$ cat config.mk
export PLATFORM = sky130hd
export DESIGN_NAME = tim_apb_arb_flat
export DESIGN_NICKNAME = d
export VERILOG_FILES = /design/src/rtl/tim_apb_arb_pkg.sv /design/src/rtl/tim_apb_arb_if.sv /design/src/rtl/tim_apb_arb_rr_arb2.sv /design/src/rtl/tim_apb_arb.sv /design/src/flat_wrapper.sv
export SDC_FILE = /design/constraint.sdc
export NUM_CORES = 1
export LEC_CHECK = 0
export ABC_CLOCK_PERIOD_IN_PS = 3610
export CAP_MARGIN = 15
export CORE_MARGIN = 2
export CORE_UTILIZATION = 45
export CTS_CLUSTER_DIAMETER = 60
export CTS_CLUSTER_SIZE = 20
export DETAILED_ROUTE_END_ITERATION = 16
export PLACE_DENSITY = 0.91
export SYNTH_ARGS = -nofsm -noshare
export SYNTH_HDL_FRONTEND = slang
export SYNTH_HIERARCHICAL = 1
export SYNTH_SLANG_ARGS = --single-unit
$ cat constraint.sdc
create_clock -name sys_clk -period 3.61 [get_ports sys_clk]
set_clock_uncertainty 0.15 [all_clocks]
set_input_delay 0.361 -clock sys_clk [delete_from_list [all_inputs] [get_ports sys_clk]]
set_output_delay 0.361 -clock sys_clk [all_outputs]
set_load 0.01 [all_outputs]
$ cat src/rtl/tim_apb_arb_pkg.sv
`default_nettype none
// ============================================================================
//  Module      : tim_apb_pkg
//  Description : Shared constants for the timer APB arbiter: FSM state
//                encoding, default bus widths and requester index width.
//  Revision    : 1.0  initial release
// ============================================================================
package tim_apb_pkg;

    localparam int c_ADDR_W = 12;
    localparam int c_DATA_W = 32;
    localparam int c_IDX_W  = 1;

    localparam logic [1:0] c_ST_IDLE   = 2'd0;
    localparam logic [1:0] c_ST_SETUP  = 2'd1;
    localparam logic [1:0] c_ST_ACCESS = 2'd2;

endpackage
`default_nettype wire

$ cat src/rtl/tim_apb_arb_if.sv
`default_nettype none
// ============================================================================
//  Module      : tim_apb_arb_if
//  Description : APB bus bundle between the arbiter (master) and the timer
//                slave port.
//  Revision    : 1.0  initial release
// ============================================================================
interface tim_apb_arb_if
    import tim_apb_pkg::*;
#(
    parameter int ADDR_W = c_ADDR_W,
    parameter int DATA_W = c_DATA_W
) ();

    logic              tim_psel;
    logic              tim_penable;
    logic              tim_pwrite;
    logic [ADDR_W-1:0] tim_paddr;
    logic [DATA_W-1:0] tim_pwdata;
    logic [3:0]        tim_pstrb;
    logic              tim_pready;
    logic              tim_pslverr;
    logic [DATA_W-1:0] tim_prdata;

    modport master (
        output tim_psel, tim_penable, tim_pwrite, tim_paddr, tim_pwdata, tim_pstrb,
        input  tim_pready, tim_pslverr, tim_prdata
    );

    modport slave (
        input  tim_psel, tim_penable, tim_pwrite, tim_paddr, tim_pwdata, tim_pstrb,
        output tim_pready, tim_pslverr, tim_prdata
    );

endinterface
`default_nettype wire

$ cat src/rtl/tim_apb_arb_rr_arb2.sv
`default_nettype none
// ============================================================================
//  Module      : tim_rr_arb2
//  Description : Two-way round-robin grant. Grant is combinational from the
//                eligible bits; the last-granted pointer is registered and
//                moves only on a grant strobe. Pointer resets to 1 so port 0
//                wins the first tie.
//  Revision    : 1.0  initial release
// ============================================================================
module tim_rr_arb2
    import tim_apb_pkg::*;
(
    input  wire logic               clk,
    input  wire logic               rst,
    input  wire logic [1:0]         i_elig,
    input  wire logic               i_gnt_stb,
    output logic                    o_gnt_vld,
    output logic [c_IDX_W-1:0]      o_gnt_idx
);

    logic [c_IDX_W-1:0] r_last_gnt;

    // Pick the lone eligible port, or on a tie the one not granted last
    always_comb begin
        o_gnt_vld = |i_elig;
        o_gnt_idx = 1'b0;
        if (i_elig == 2'b10) begin
            o_gnt_idx = 1'b1;
        end else if (i_elig == 2'b11) begin
            o_gnt_idx = ~r_last_gnt;
        end
    end

    // Remember who won, so the other port takes the next tie
    always_ff @(posedge clk) begin
        if (rst) begin
            r_last_gnt <= 1'b1;
        end else if (i_gnt_stb) begin
            r_last_gnt <= o_gnt_idx;
        end
    end

endmodule
`default_nettype wire

$ cat src/rtl/tim_apb_arb.sv
`default_nettype none
// ============================================================================
//  Module      : tim_apb_arb
//  Description : Shares the timer APB slave port between two requesters.
//                Round-robin grant, APB setup/access sequencing, return of
//                read data / error status, and abort of transfers whose
//                slave never raises pready.
//  Revision    : 1.0  initial release
// ============================================================================
module tim_apb_arb
    import tim_apb_pkg::*;
#(
    parameter int ADDR_W  = c_ADDR_W,
    parameter int DATA_W  = c_DATA_W,
    parameter int TIMEOUT = 16
) (
    input  wire logic              sys_clk,
    input  wire logic              sys_rst,
    input  wire logic              req0,
    input  wire logic              req1,
    input  wire logic              write0,
    input  wire logic              write1,
    input  wire logic [ADDR_W-1:0] addr0,
    input  wire logic [ADDR_W-1:0] addr1,
    input  wire logic [DATA_W-1:0] wdata0,
    input  wire logic [DATA_W-1:0] wdata1,
    input  wire logic [3:0]        strb0,
    input  wire logic [3:0]        strb1,
    output logic                   ack0,
    output logic                   ack1,
    output logic [DATA_W-1:0]      rdata0,
    output logic [DATA_W-1:0]      rdata1,
    output logic                   err0,
    output logic                   err1,
    output logic                   busy,
    tim_apb_arb_if.master          tim_bus
);

    // Saturating wait counter; one extra bit keeps TIMEOUT-1 reachable
    localparam int c_CNT_W = $clog2(TIMEOUT) + 1;

    logic [1:0]         r_state;
    logic [c_IDX_W-1:0] r_gnt_idx;
    logic [c_CNT_W-1:0] r_wait_cnt;

    logic [1:0]         w_elig;
    logic               w_gnt_vld;
    logic [c_IDX_W-1:0] w_gnt_idx;
    logic               w_gnt_stb;
    logic               w_sel_write;
    logic [ADDR_W-1:0]  w_sel_addr;
    logic [DATA_W-1:0]  w_sel_wdata;
    logic [3:0]         w_sel_strb;
    logic               w_tmo_hit;
    logic               w_complete;
    logic               w_done_err;
    logic               w_done_upd;
    logic [DATA_W-1:0]  w_done_rdata;

    // A port being acked this cycle is masked so its still-high req waits
    assign w_elig    = {req1 & ~ack1, req0 & ~ack0};
    assign w_gnt_stb = (r_state == c_ST_IDLE) && w_gnt_vld;

    tim_rr_arb2 u_rr (
        .clk       (sys_clk),
        .rst       (sys_rst),
        .i_elig    (w_elig),
        .i_gnt_stb (w_gnt_stb),
        .o_gnt_vld (w_gnt_vld),
        .o_gnt_idx (w_gnt_idx)
    );

    assign w_sel_write = w_gnt_idx[0] ? write1 : write0;
    assign w_sel_addr  = w_gnt_idx[0] ? addr1  : addr0;
    assign w_sel_wdata = w_gnt_idx[0] ? wdata1 : wdata0;
    assign w_sel_strb  = w_gnt_idx[0] ? strb1  : strb0;

    // pready has priority over a simultaneous timeout hit
    assign w_tmo_hit    = (TIMEOUT != 0) && (32'(r_wait_cnt) == 32'(TIMEOUT - 1));
    assign w_complete   = (r_state == c_ST_ACCESS) && (tim_bus.tim_pready || w_tmo_hit);
    assign w_done_err   = tim_bus.tim_pready ? tim_bus.tim_pslverr : 1'b1;
    assign w_done_rdata = tim_bus.tim_pready ? tim_bus.tim_prdata : '0;
    // Normal writes leave rdata alone; an abort always clears it
    assign w_done_upd   = tim_bus.tim_pready ? ~tim_bus.tim_pwrite : 1'b1;

    assign busy = (r_state != c_ST_IDLE);

    // Transfer FSM: grant, APB phase sequencing and wait counting
    always_ff @(posedge sys_clk) begin
        if (sys_rst) begin
            r_state             <= c_ST_IDLE;
            r_gnt_idx           <= 1'b0;
            r_wait_cnt          <= '0;
            tim_bus.tim_psel    <= 1'b0;
            tim_bus.tim_penable <= 1'b0;
            tim_bus.tim_pwrite  <= 1'b0;
            tim_bus.tim_paddr   <= '0;
            tim_bus.tim_pwdata  <= '0;
            tim_bus.tim_pstrb   <= 4'h0;
        end else begin
            case (r_state)
                c_ST_IDLE: begin
                    if (w_gnt_stb) begin
                        r_gnt_idx           <= w_gnt_idx;
                        tim_bus.tim_pwrite  <= w_sel_write;
                        tim_bus.tim_paddr   <= w_sel_addr;
                        tim_bus.tim_pwdata  <= w_sel_write ? w_sel_wdata : '0;
                        tim_bus.tim_pstrb   <= w_sel_write ? w_sel_strb : 4'h0;
                        tim_bus.tim_psel    <= 1'b1;
                        tim_bus.tim_penable <= 1'b0;
                        r_state             <= c_ST_SETUP;
                    end
                end
                c_ST_SETUP: begin
                    tim_bus.tim_penable <= 1'b1;
                    r_wait_cnt          <= '0;
                    r_state             <= c_ST_ACCESS;
                end
                c_ST_ACCESS: begin
                    if (w_complete) begin
                        tim_bus.tim_psel    <= 1'b0;
                        tim_bus.tim_penable <= 1'b0;
                        r_state             <= c_ST_IDLE;
                    end else if (r_wait_cnt != {c_CNT_W{1'b1}}) begin
                        r_wait_cnt <= r_wait_cnt + c_CNT_W'(1);
                    end
                end
                default: begin
                    r_state <= c_ST_IDLE;
                end
            endcase
        end
    end

    // Return path: one-cycle ack plus held rdata/err for the granted port
    always_ff @(posedge sys_clk) begin
        if (sys_rst) begin
            ack0   <= 1'b0;
            ack1   <= 1'b0;
            err0   <= 1'b0;
            err1   <= 1'b0;
            rdata0 <= '0;
            rdata1 <= '0;
        end else begin
            ack0 <= 1'b0;
            ack1 <= 1'b0;
            if (w_complete) begin
                if (r_gnt_idx == 1'b0) begin
                    ack0 <= 1'b1;
                    err0 <= w_done_err;
                    if (w_done_upd) rdata0 <= w_done_rdata;
                end else begin
                    ack1 <= 1'b1;
                    err1 <= w_done_err;
                    if (w_done_upd) rdata1 <= w_done_rdata;
                end
            end
        end
    end

endmodule
`default_nettype wire

$ cat src/flat_wrapper.sv
// flat-port wrapper written by rule: the top's interface ports become plain ports
module tim_apb_arb_flat import tim_apb_pkg::*;
#(
    parameter int ADDR_W  = c_ADDR_W,
    parameter int DATA_W  = c_DATA_W,
    parameter int TIMEOUT = 16
)
  (sys_clk, sys_rst, req0, req1, write0, write1, addr0, addr1, wdata0, wdata1, strb0, strb1, ack0, ack1, rdata0, rdata1, err0, err1, busy, tim_bus_tim_psel, tim_bus_tim_penable, tim_bus_tim_pwrite, tim_bus_tim_paddr, tim_bus_tim_pwdata, tim_bus_tim_pstrb, tim_bus_tim_pready, tim_bus_tim_pslverr, tim_bus_tim_prdata);
  tim_apb_arb_if #(.ADDR_W(ADDR_W), .DATA_W(DATA_W)) tim_bus_i ();
  input  wire logic sys_clk;
  input  wire logic sys_rst;
  input  wire logic req0;
  input  wire logic req1;
  input  wire logic write0;
  input  wire logic write1;
  input  wire logic [ADDR_W-1:0] addr0;
  input  wire logic [ADDR_W-1:0] addr1;
  input  wire logic [DATA_W-1:0] wdata0;
  input  wire logic [DATA_W-1:0] wdata1;
  input  wire logic [3:0] strb0;
  input  wire logic [3:0] strb1;
  output logic ack0;
  output logic ack1;
  output logic [DATA_W-1:0] rdata0;
  output logic [DATA_W-1:0] rdata1;
  output logic err0;
  output logic err1;
  output logic busy;
  output wire logic [$bits(tim_bus_i.tim_psel)-1:0] tim_bus_tim_psel;
  output wire logic [$bits(tim_bus_i.tim_penable)-1:0] tim_bus_tim_penable;
  output wire logic [$bits(tim_bus_i.tim_pwrite)-1:0] tim_bus_tim_pwrite;
  output wire logic [$bits(tim_bus_i.tim_paddr)-1:0] tim_bus_tim_paddr;
  output wire logic [$bits(tim_bus_i.tim_pwdata)-1:0] tim_bus_tim_pwdata;
  output wire logic [$bits(tim_bus_i.tim_pstrb)-1:0] tim_bus_tim_pstrb;
  input wire logic [$bits(tim_bus_i.tim_pready)-1:0] tim_bus_tim_pready;
  input wire logic [$bits(tim_bus_i.tim_pslverr)-1:0] tim_bus_tim_pslverr;
  input wire logic [$bits(tim_bus_i.tim_prdata)-1:0] tim_bus_tim_prdata;
  assign tim_bus_tim_psel = tim_bus_i.tim_psel;
  assign tim_bus_tim_penable = tim_bus_i.tim_penable;
  assign tim_bus_tim_pwrite = tim_bus_i.tim_pwrite;
  assign tim_bus_tim_paddr = tim_bus_i.tim_paddr;
  assign tim_bus_tim_pwdata = tim_bus_i.tim_pwdata;
  assign tim_bus_tim_pstrb = tim_bus_i.tim_pstrb;
  assign tim_bus_i.tim_pready = tim_bus_tim_pready;
  assign tim_bus_i.tim_pslverr = tim_bus_tim_pslverr;
  assign tim_bus_i.tim_prdata = tim_bus_tim_prdata;
  tim_apb_arb #(.ADDR_W(ADDR_W), .DATA_W(DATA_W), .TIMEOUT(TIMEOUT)) u_core (.sys_clk(sys_clk), .sys_rst(sys_rst), .req0(req0), .req1(req1), .write0(write0), .write1(write1), .addr0(addr0), .addr1(addr1), .wdata0(wdata0), .wdata1(wdata1), .strb0(strb0), .strb1(strb1), .ack0(ack0), .ack1(ack1), .rdata0(rdata0), .rdata1(rdata1), .err0(err0), .err1(err1), .busy(busy), .tim_bus(tim_bus_i));
endmodule
==> reports/results.ini, run 1 <==
[power]
peakVddDrop_v=0.000257
leakagePower_nw=3.38
p_per_area_nw_per_um2=432

[logic_synthesis]
seq_area_frac_synth=0.470
synth_top_cell_area_share=0.470
syn_area_sq_um=5460
yosys_warnings=6
ys_ff_latch=128
synth_cell_types=39
synth_largest_area_cell=dfxtp_1
synthCells=555
synth-async-reset-ratio=0
syn_area_per_cell_sq_um=9.83
synth_top_flop_cell=dfxtp_1
synth.area.top_cells=dfxtp_1 (47%), mux2i_1 (14%), nor2_1 (8.5%), mux2_2 (7.4%), a22oi_1 (5.1%)
syn-num-nets=694
synth_edf_count=0

[sta]
setup_viol=0
hold_viol=0
slew_headroom=0.362
tightest_slew_ns=0.956
fin_ws_ns=0.895
whs_ns=0.332
slew_viol_final=0
fmax_ghz=0.368
fin_crit_ns=2.72
final.period_utilization=0.752
fin_tns_setup_ns=0
rsz0062_at_grt=no

[clock_network]
cts_tree=built
cts_root_buf=clkbuf_16
post-cts-setup-buffers=0
worstSkewPairLatency_ns=0.41
cts_inserted_buffers=17
clk_pin_slew_ns=0.06
cts.repair.resized=0
clockBufferDepth=2
ctsHtreeMaxLevel=4
clock-sinks=128
hold_buffers=0

[die]
io_pins=256
die-area_sq_um=13000
core_sq_um=11900
start_util=0.458
die_x_microns=114
die_h_microns=114
num_rows=40

[critical_path]
cp_max_fo=32
start_kind=register
r2r-end=u_core/rdata1[30]$_SDFFE_PP0P_
cp.required_ns=3.72
rr_worst_depth=8
critical_path_class=register to register
r2r-start=u_core/r_wait_cnt[0]$_SDFFE_PP0P_
critPathCaptureType=register
arrival_ns=2.82
rrSetupSlack_ns=0.89

[layout]
fin_cells=954
area_growth_pct=57.1
layout_commonest_cell=clkdlybuf4s50_1
drive_gt1_frac=0.103
final_util=0.720
n_fill_cell=872
nets=933
seqCellArea_sq_um=2560
diodes=0
multi_input_comb_area_sq_um=2650
final_cell_mix=clkdlybuf4s50_1 (254), dfxtp_1 (128), nor2_1 (124), mux2i_1 (78), a22oi_1 (37)

[global_route]
grt_first_pass_wirelength_mm=25.9
grt_pass1_vias=5294
antenna_found_initial=0
grt.total_usage=0.252
grt-ovfl-total=0
grt_max_degree=95

[route]
vias=4975
dr.pass1.iters=5
post_drt_wl_per_cell_microns=16.9
routed_wl_mm=16.2
viasPerCell=5.21
final_antenna_net_count=0
first_iter_violations=248
drc=0

[worst_hold_path]
worstHoldStart=u_core/r_gnt_idx$_SDFFE_PP0P_
hold-path-endpoint=u_core/r_gnt_idx$_SDFFE_PP0P_
holdPathStages=2
hp-class=register to register

[place]
port_buffers=255
gp_congestion=0.851
place_inst=922
hpwl_mm=11.9
dp_slack_ns=0.883

[run]
maxCapViolCount=0

[outcome]
status=completed

stage by stage:
stage          cell area (sq um)  total power, mW
3_5_place_dp                8020             2.16
4_1_cts                     8570             3.73
2_1_floorplan               5460             1.85
3_3_place_gp                8020             2.14
5_1_grt                     8570             3.85
6_report                    8570             3.71
state kept, by name, summed over array words and instances, names as in the netlist, 2 cells and up:
| register | count |
|---|---|
| u_core/r_wait_cnt | 5 |
| u_core/tim_bus.tim_paddr | 12 |
| u_core/tim_bus.tim_pwdata | 32 |
| u_core/rdata1 | 32 |
| u_core/tim_bus.tim_pstrb | 4 |
| u_core/r_state | 2 |
| u_core/rdata0 | 32 |
layer usage:
metal,track usage,share of wire
met3,0.0889,0.064
met4,0.0967,0.026
met2,0.453,0.53
met1,0.270,0.38
met5,0,0
Yosys cell counts (2+ instances only):
cell        n
a211oi_1   13
a21oi_1     9
a22oi_1    37
and2_1     33
and3_1      3
buf_2       6
buf_4       5
buf_6       8
clkbuf_1   24
dfxtp_1   128
ha_1        3
inv_1       3
mux2_2     36
mux2i_1    78
nand2_1     6
nand3_1     3
nor2_1    124
nor2b_1     8
nor3_1      3
o21ai_0     5
or2_2       2
worst max-delay path, cell delays in order, from the launching register on:
cell	delay [ns]
dfxtp_1	0.39
ha_1	0.22
and3_1	0.23
ha_1	0.25
nor2b_1	0.28
o21ba_2	0.16
buf_4	0.48
mux2i_1	0.31
nor2_1	0.06
final cells by class:
cell class,count,area share
clock buffer,19,0.0505
clock inverter,13,0.0136
inverter,4,0.00234
multi-input combinational,380,0.309
sequential,128,0.299
tap,147,0.0215
timing repair buffer,263,0.305
cells by family (layout without fill, tap and decap cells):
kind of cell / after synthesis / after routing / share of synthesized area
compound gates: 73 / 73 / 0.0952
fa+ha+maj: 3 / 3 / 0.00688
buf+inv: 47 / 299 / 0.0491
flops: 128 / 128 / 0.470
mux: 114 / 114 / 0.217
simple gates: 190 / 190 / 0.162
worst max path at each step:
stage	from	end	cells past startpoint
floorplan	u_core/r_wait_cnt[0]$_SDFFE_PP0P_	u_core/rdata1[10]$_SDFFE_PP0P_	9
global placement	req0	u_core/tim_bus.tim_pwdata[20]$_SDFFE_PP0P_	7
detailed placement	req1	u_core/tim_bus.tim_paddr[4]$_SDFFE_PP0P_	7
CTS	u_core/r_wait_cnt[0]$_SDFFE_PP0P_	u_core/rdata1[30]$_SDFFE_PP0P_	8
global route	u_core/r_wait_cnt[0]$_SDFFE_PP0P_	u_core/rdata1[30]$_SDFFE_PP0P_	8
finish	u_core/r_wait_cnt[0]$_SDFFE_PP0P_	u_core/rdata1[30]$_SDFFE_PP0P_	8
power breakdown:
part | switching (mW) | internal (mW)
registers | 0.0441 | 1.47
logic | 0.267 | 0.347
clock network | 0.628 | 0.946
total | 0.939 | 2.77
Power figures use the tool's default switching activity.
==> inputs of run 2 (changes only) <==
- ABC_CLOCK_PERIOD_IN_PS: 3610 -> 2770
- CORE_UTILIZATION: 45 -> 41
- PLACE_DENSITY: 0.91 -> 0.84
- clock period: 3.61 -> 2.77 ns (I/O delays scaled with it)
==> reports/results.ini, run 2 (synthesis gave the netlist of run 1 again) <==
[outcome]
status=completed

[sta]
tightest_slew_ns=0.598  ; -0.359 ns
rsz0062_at_grt=no
slew_viol_final=0  ; unchanged
final.period_utilization=0.889  ; +0.137
whs_ns=0.205  ; -0.127 ns
slew_headroom=0.602  ; +0.239
fin_crit_ns=2.46  ; -0.253 ns
fmax_ghz=0.406  ; +10%
hold_viol=0  ; unchanged
setup_viol=0  ; unchanged
fin_tns_setup_ns=0  ; unchanged

[global_route]
grt_first_pass_wirelength_mm=26.2  ; +1.4%
grt_max_degree=74  ; -22%
antenna_found_initial=0  ; unchanged
grt_pass1_vias=5140  ; -2.9%
grt-ovfl-total=0  ; unchanged
grt.total_usage=0.234  ; -0.0178

[critical_path]
path_cells=ha_1, and3_1, ha_1, nor2b_1, o21ba_2, buf_12, mux2i_1, nor2_1
max_stage_delay_ns=0.39  ; -0.09 ns
crit_family=simple AND/OR/NAND/NOR gates
cp.required_ns=2.91  ; -0.81 ns
start_kind=register
critical_path_class=register to register
cp_max_fo=32  ; unchanged
critPathCaptureType=register
critPathSlowestCell=dfxtp_1
critPathBufInv=1  ; unchanged
crit_top_cell=ha_1
arrival_ns=2.60  ; -0.22 ns

[route]
post_drt_wl_per_cell_microns=16.9  ; -0.13%
vias=5012  ; +0.74%
first_iter_violations=290  ; +17%
final_antenna_net_count=0  ; unchanged
routed_wl_mm=16.7  ; +3.3%
drc=0  ; unchanged
viasPerCell=5.08  ; -2.6%
dr.pass1.iters=6  ; +1

[layout]
drive_gt1_frac=0.110  ; +0.00689
fin_area_sq_um=8920  ; +4.1%
nets=937  ; +0.43%
diodes=0  ; unchanged
largestRegisters=u_core/rdata0 (32), u_core/rdata1 (32), u_core/tim_bus.tim_pwdata (32)
layout_commonest_cell=clkdlybuf4s50_1
final_util=0.679  ; -0.0402
area_growth_pct=63.6
final_cell_mix=clkdlybuf4s50_1 (254), dfxtp_1 (128), nor2_1 (124), mux2i_1 (78), a22oi_1 (37)

[place]
dpl_cell_area_sq_um=8160  ; +1.8%
hpwl_mm=11.7  ; -1.4%
port_buffers=255  ; unchanged
gp_congestion=0.808  ; -5.0%

[power]
total_power_mw=5.69  ; +54%
leakagePower_nw=3.52  ; +4.2%
clkPwrFrac=0.507  ; +0.082
p_seq_frac=0.347  ; -0.063
switchingPower_mw=1.24  ; +32%
p_per_area_nw_per_um2=638  ; +47%
p_int_mw=4.45  ; +61%
switching_share=0.218  ; -0.0351
peakVddDrop_v=0.000588  ; +130%
p_comb_frac=0.146  ; -0.020

[clock_network]
cts_inserted_buffers=17  ; unchanged
clk_pin_slew_ns=0.06  ; about the same
clock-sinks=128  ; unchanged
cts_root_buf=clkbuf_16
post-cts-setup-buffers=0  ; unchanged
worstSkewPairLatency_ns=0.41  ; about the same
cts_tree=built
ctsHtreeMaxLevel=4  ; unchanged
cts.repair.resized=0  ; unchanged
clockBufferDepth=2  ; unchanged
hold_buffers=0  ; unchanged

[die]
die-area_sq_um=14200  ; +9.4%
num_rows=42  ; +5.0%
die_x_microns=119  ; +4.6%
die_h_microns=119  ; +4.6%
io_pins=256  ; unchanged
start_util=0.415  ; -0.0428
core_sq_um=13100  ; +10%

[run]
maxCapViolCount=0  ; unchanged

[worst_hold_path]
hp-class=input pin to register

run 2: changes by cell type in the layout (fill, tap and decap cells not counted), sizes merged:
cell | previous run | this run
bufinv | 1 | 10
buf | 9 | 13
inv | 4 | 3
clkinv | 9 | 3
clkbuf | 19 | 17
run 2: worst paths after layout:
| check | from | end | slack [ns] | cells after the start |
|---|---|---|---|---|
| max | u_core/r_wait_cnt[0]$_SDFFE_PP0P_ | u_core/rdata1[8]$_SDFFE_PP0P_ | 0.31 | 8 |
| min | sys_rst | u_core/tim_bus.tim_pwdata[8]$_SDFFE_PP0P_ | 0.21 | 2 |
| max reg2reg | u_core/r_wait_cnt[0]$_SDFFE_PP0P_ | u_core/rdata1[8]$_SDFFE_PP0P_ | 0.31 | 8 |
| min reg2reg | u_core/tim_bus.tim_paddr[2]$_SDFFE_PP0P_ | u_core/tim_bus.tim_paddr[2]$_SDFFE_PP0P_ | 0.35 | 2 |
run 2: routing by layer:
metal	GRT usage	vias up	wire length [microns]
met5	0	-	0
met4	0.0897	0	417
met3	0.0761	35	1020
met2	0.426	169	8830
met1	0.251	2397	6430
li1	-	2411	-
run 2: cell type report:
| class | count | area, sq um |
|---|---|---|
| clock buffers | 17 | 425 |
| multi-input cells | 380 | 2650 |
| repair buffers | 267 | 2720 |
| inverters | 4 | 20.0 |
| well taps | 176 | 220 |
| flip-flops and latches | 128 | 2560 |
| fillers | 977 | 4210 |
| clock inverters | 15 | 337 |
run 2: per-stage QoR:
step / worst slack [ns] / instances
floorplan: 0.708 / 555
global placement: 0.311 / 955
detailed placement: 0.223 / 955
CTS: 0.314 / 987
global route: 0.186 / 987
finish: 0.307 / 987
run 2: power groups by stage:
stage,clock [mW],combinational (mW),sequential (mW)
4_1_cts,2.93,0.834,1.98
3_5_place_dp,0,0.827,2.01
6_report,2.88,0.830,1.98
5_1_grt,3.01,0.889,1.99
2_1_floorplan,0,0.373,2.03
3_3_place_gp,0,0.800,2.01
==> inputs of run 3 (changes only) <==
- CORE_UTILIZATION: 41 -> 35
- PLACE_DENSITY: 0.84 -> 0.74
==> reports/results.ini, run 3 (synthesis gave the netlist of run 1 again) <==
[power]
leakagePower_nw=3.42  ; -2.8%
p_comb_frac=0.166  ; +0.020
p_seq_frac=0.406  ; +0.059
p_per_area_nw_per_um2=561  ; -12%
peakVddDrop_v=0.000376  ; -36%
switchingPower_mw=1.15  ; -7.6%
switching_share=0.235  ; +0.0172
p_int_mw=3.72  ; -16%
clkPwrFrac=0.428  ; -0.079

[global_route]
grt_first_pass_wirelength_mm=25.1  ; -4.2%
grt_max_degree=70  ; -5.4%
grt_pass1_vias=5168  ; +0.54%
antenna_found_initial=0  ; unchanged
grt.total_usage=0.194  ; -0.0404
grt-ovfl-total=0  ; unchanged

[sta]
slew_headroom=0.555  ; -0.0463
setup_viol=0  ; unchanged
slew_viol_final=0  ; unchanged
final.period_utilization=0.856  ; -0.0326
rsz0062_at_grt=no
fmax_ghz=0.422  ; +3.8%
fin_tns_setup_ns=0  ; unchanged
tightest_slew_ns=0.667  ; +0.0694 ns
fin_crit_ns=2.37  ; -0.0902 ns
hold_viol=0  ; unchanged

[critical_path]
rr_worst_depth=8  ; unchanged
crit_end=u_core/rdata1[6]$_SDFFE_PP0P_
critPathSlowestCell=dfxtp_1
crit_top_cell=ha_1
rrSetupSlack_ns=0.40  ; +0.09 ns
r2r-start=u_core/r_wait_cnt[0]$_SDFFE_PP0P_
startpoint=u_core/r_wait_cnt[0]$_SDFFE_PP0P_
arrival_ns=2.50  ; -0.10 ns
path_cells=ha_1, and3_1, ha_1, nor2b_1, o21ba_2, buf_12, mux2i_1, nor2_1
max_stage_delay_ns=0.40  ; about the same
start_kind=register
cp.required_ns=2.90  ; about the same
critPathCaptureType=register
r2r-end=u_core/rdata1[6]$_SDFFE_PP0P_
cp_max_fo=32  ; unchanged
critical_path_class=register to register

[route]
dr.pass1.iters=4  ; -2
viasPerCell=4.98  ; -1.8%
final_antenna_net_count=0  ; unchanged
post_drt_wl_per_cell_microns=16.2  ; -4.2%
routed_wl_mm=16.1  ; -3.4%
vias=4960  ; -1.0%
first_iter_violations=221  ; -24%
drc=0  ; unchanged

[layout]
final_cell_mix=clkdlybuf4s50_1 (254), dfxtp_1 (128), nor2_1 (124), mux2i_1 (78), a22oi_1 (37)
area_growth_pct=59.3
drive_gt1_frac=0.102  ; -0.00813
largestRegisters=u_core/rdata0 (32), u_core/rdata1 (32), u_core/tim_bus.tim_pwdata (32)
n_fill_cell=1314  ; +34%
diodes=0  ; unchanged
nets=934  ; -0.32%
final_util=0.572  ; -0.108
layout_commonest_cell=clkdlybuf4s50_1

[clock_network]
clk_pin_slew_ns=0.05  ; about the same
clockBufferDepth=2  ; unchanged
ctsHtreeMaxLevel=4  ; unchanged
worstSkewPairLatency_ns=0.40  ; about the same
cts_root_buf=clkbuf_16
cts_inserted_buffers=17  ; unchanged
hold_buffers=0  ; unchanged
cts_tree=built
post-cts-setup-buffers=0  ; unchanged
clock-sinks=128  ; unchanged
cts.repair.resized=0  ; unchanged

[die]
num_rows=45  ; +7.1%
die_x_microns=129  ; +8.0%
start_util=0.359  ; -0.0564
core_sq_um=15200  ; +16%
die-area_sq_um=16600  ; +17%
io_pins=256  ; unchanged
die_h_microns=129  ; +8.0%

[worst_hold_path]
hp-class=input pin to register

[outcome]
status=completed

[place]
hpwl_mm=11.8  ; +0.41%
gp_congestion=0.839  ; +3.8%
port_buffers=255  ; unchanged

[run]
maxCapViolCount=0  ; unchanged

==> run 3: power groups by stage <==
stage | sequential, mW | combinational [mW] | clock, mW
3_3_place_gp | 2.01 | 0.792 | 0
4_1_cts | 1.98 | 0.814 | 2.14
3_5_place_dp | 2.01 | 0.808 | 0
6_report | 1.98 | 0.809 | 2.09
5_1_grt | 1.99 | 0.870 | 2.22
2_1_floorplan | 2.03 | 0.373 | 0
==> run 3: worst min path at each step <==
stage | slack, ns | cells after the start | from | end
after global placement | 0.32 | 2 | u_core/rdata0[4]$_SDFFE_PP0P_ | u_core/rdata0[4]$_SDFFE_PP0P_
after detailed placement | 0.34 | 2 | u_core/rdata0[29]$_SDFFE_PP0P_ | u_core/rdata0[29]$_SDFFE_PP0P_
after CTS | 0.22 | 2 | sys_rst | u_core/tim_bus.tim_pwdata[27]$_SDFFE_PP0P_
after global routing | 0.25 | 2 | sys_rst | u_core/tim_bus.tim_pwdata[27]$_SDFFE_PP0P_
after floorplan | 0.22 | 1 | sys_rst | u_core/u_rr/r_last_gnt$_SDFFE_PP1P_
final | 0.23 | 2 | sys_rst | u_core/tim_bus.tim_pwdata[27]$_SDFFE_PP0P_
==> run 3: stage by stage <==
stage	total power, mW	setup WS, ns	cell area (sq um)	hold slack [ns]	std cells
floorplan	2.41	0.708	5460	0.221	555
global placement	2.80	0.212	8130	0.322	964
detailed placement	2.82	0.141	8130	0.335	964
CTS	4.93	0.382	8690	0.220	995
global route	5.07	0.202	8690	0.246	995
finish	4.87	0.398	8690	0.232	995
==> run 3: layer usage <==
metal	global-route usage	vias to the layer above	wire length [microns]
li1	-	2399	-
met1	0.206	2387	6300
met2	0.359	152	8700
met3	0.0520	22	895
met4	0.0812	0	240
met5	0	-	0
==> run 3: layout make-up <==
cell class	instances	area, sq um	share of cell area
clock inverter	6	55.1	0.00633
inverter	4	20.0	0.00230
multi-input combinational	380	2650	0.304
clock buffer	25	505	0.0582
timing repair buffer	264	2670	0.307
sequential	128	2560	0.295
tap	188	235	0.0271
==> run 3: worst max-delay path, delay by kind of cell (launching register included) <==
kind	cells	cell delay, ns
mux	1	0.25
simple gates	3	0.53
buf+inv	1	0.24
compound gates	1	0.20
flops	1	0.40
fa+ha+maj	2	0.45
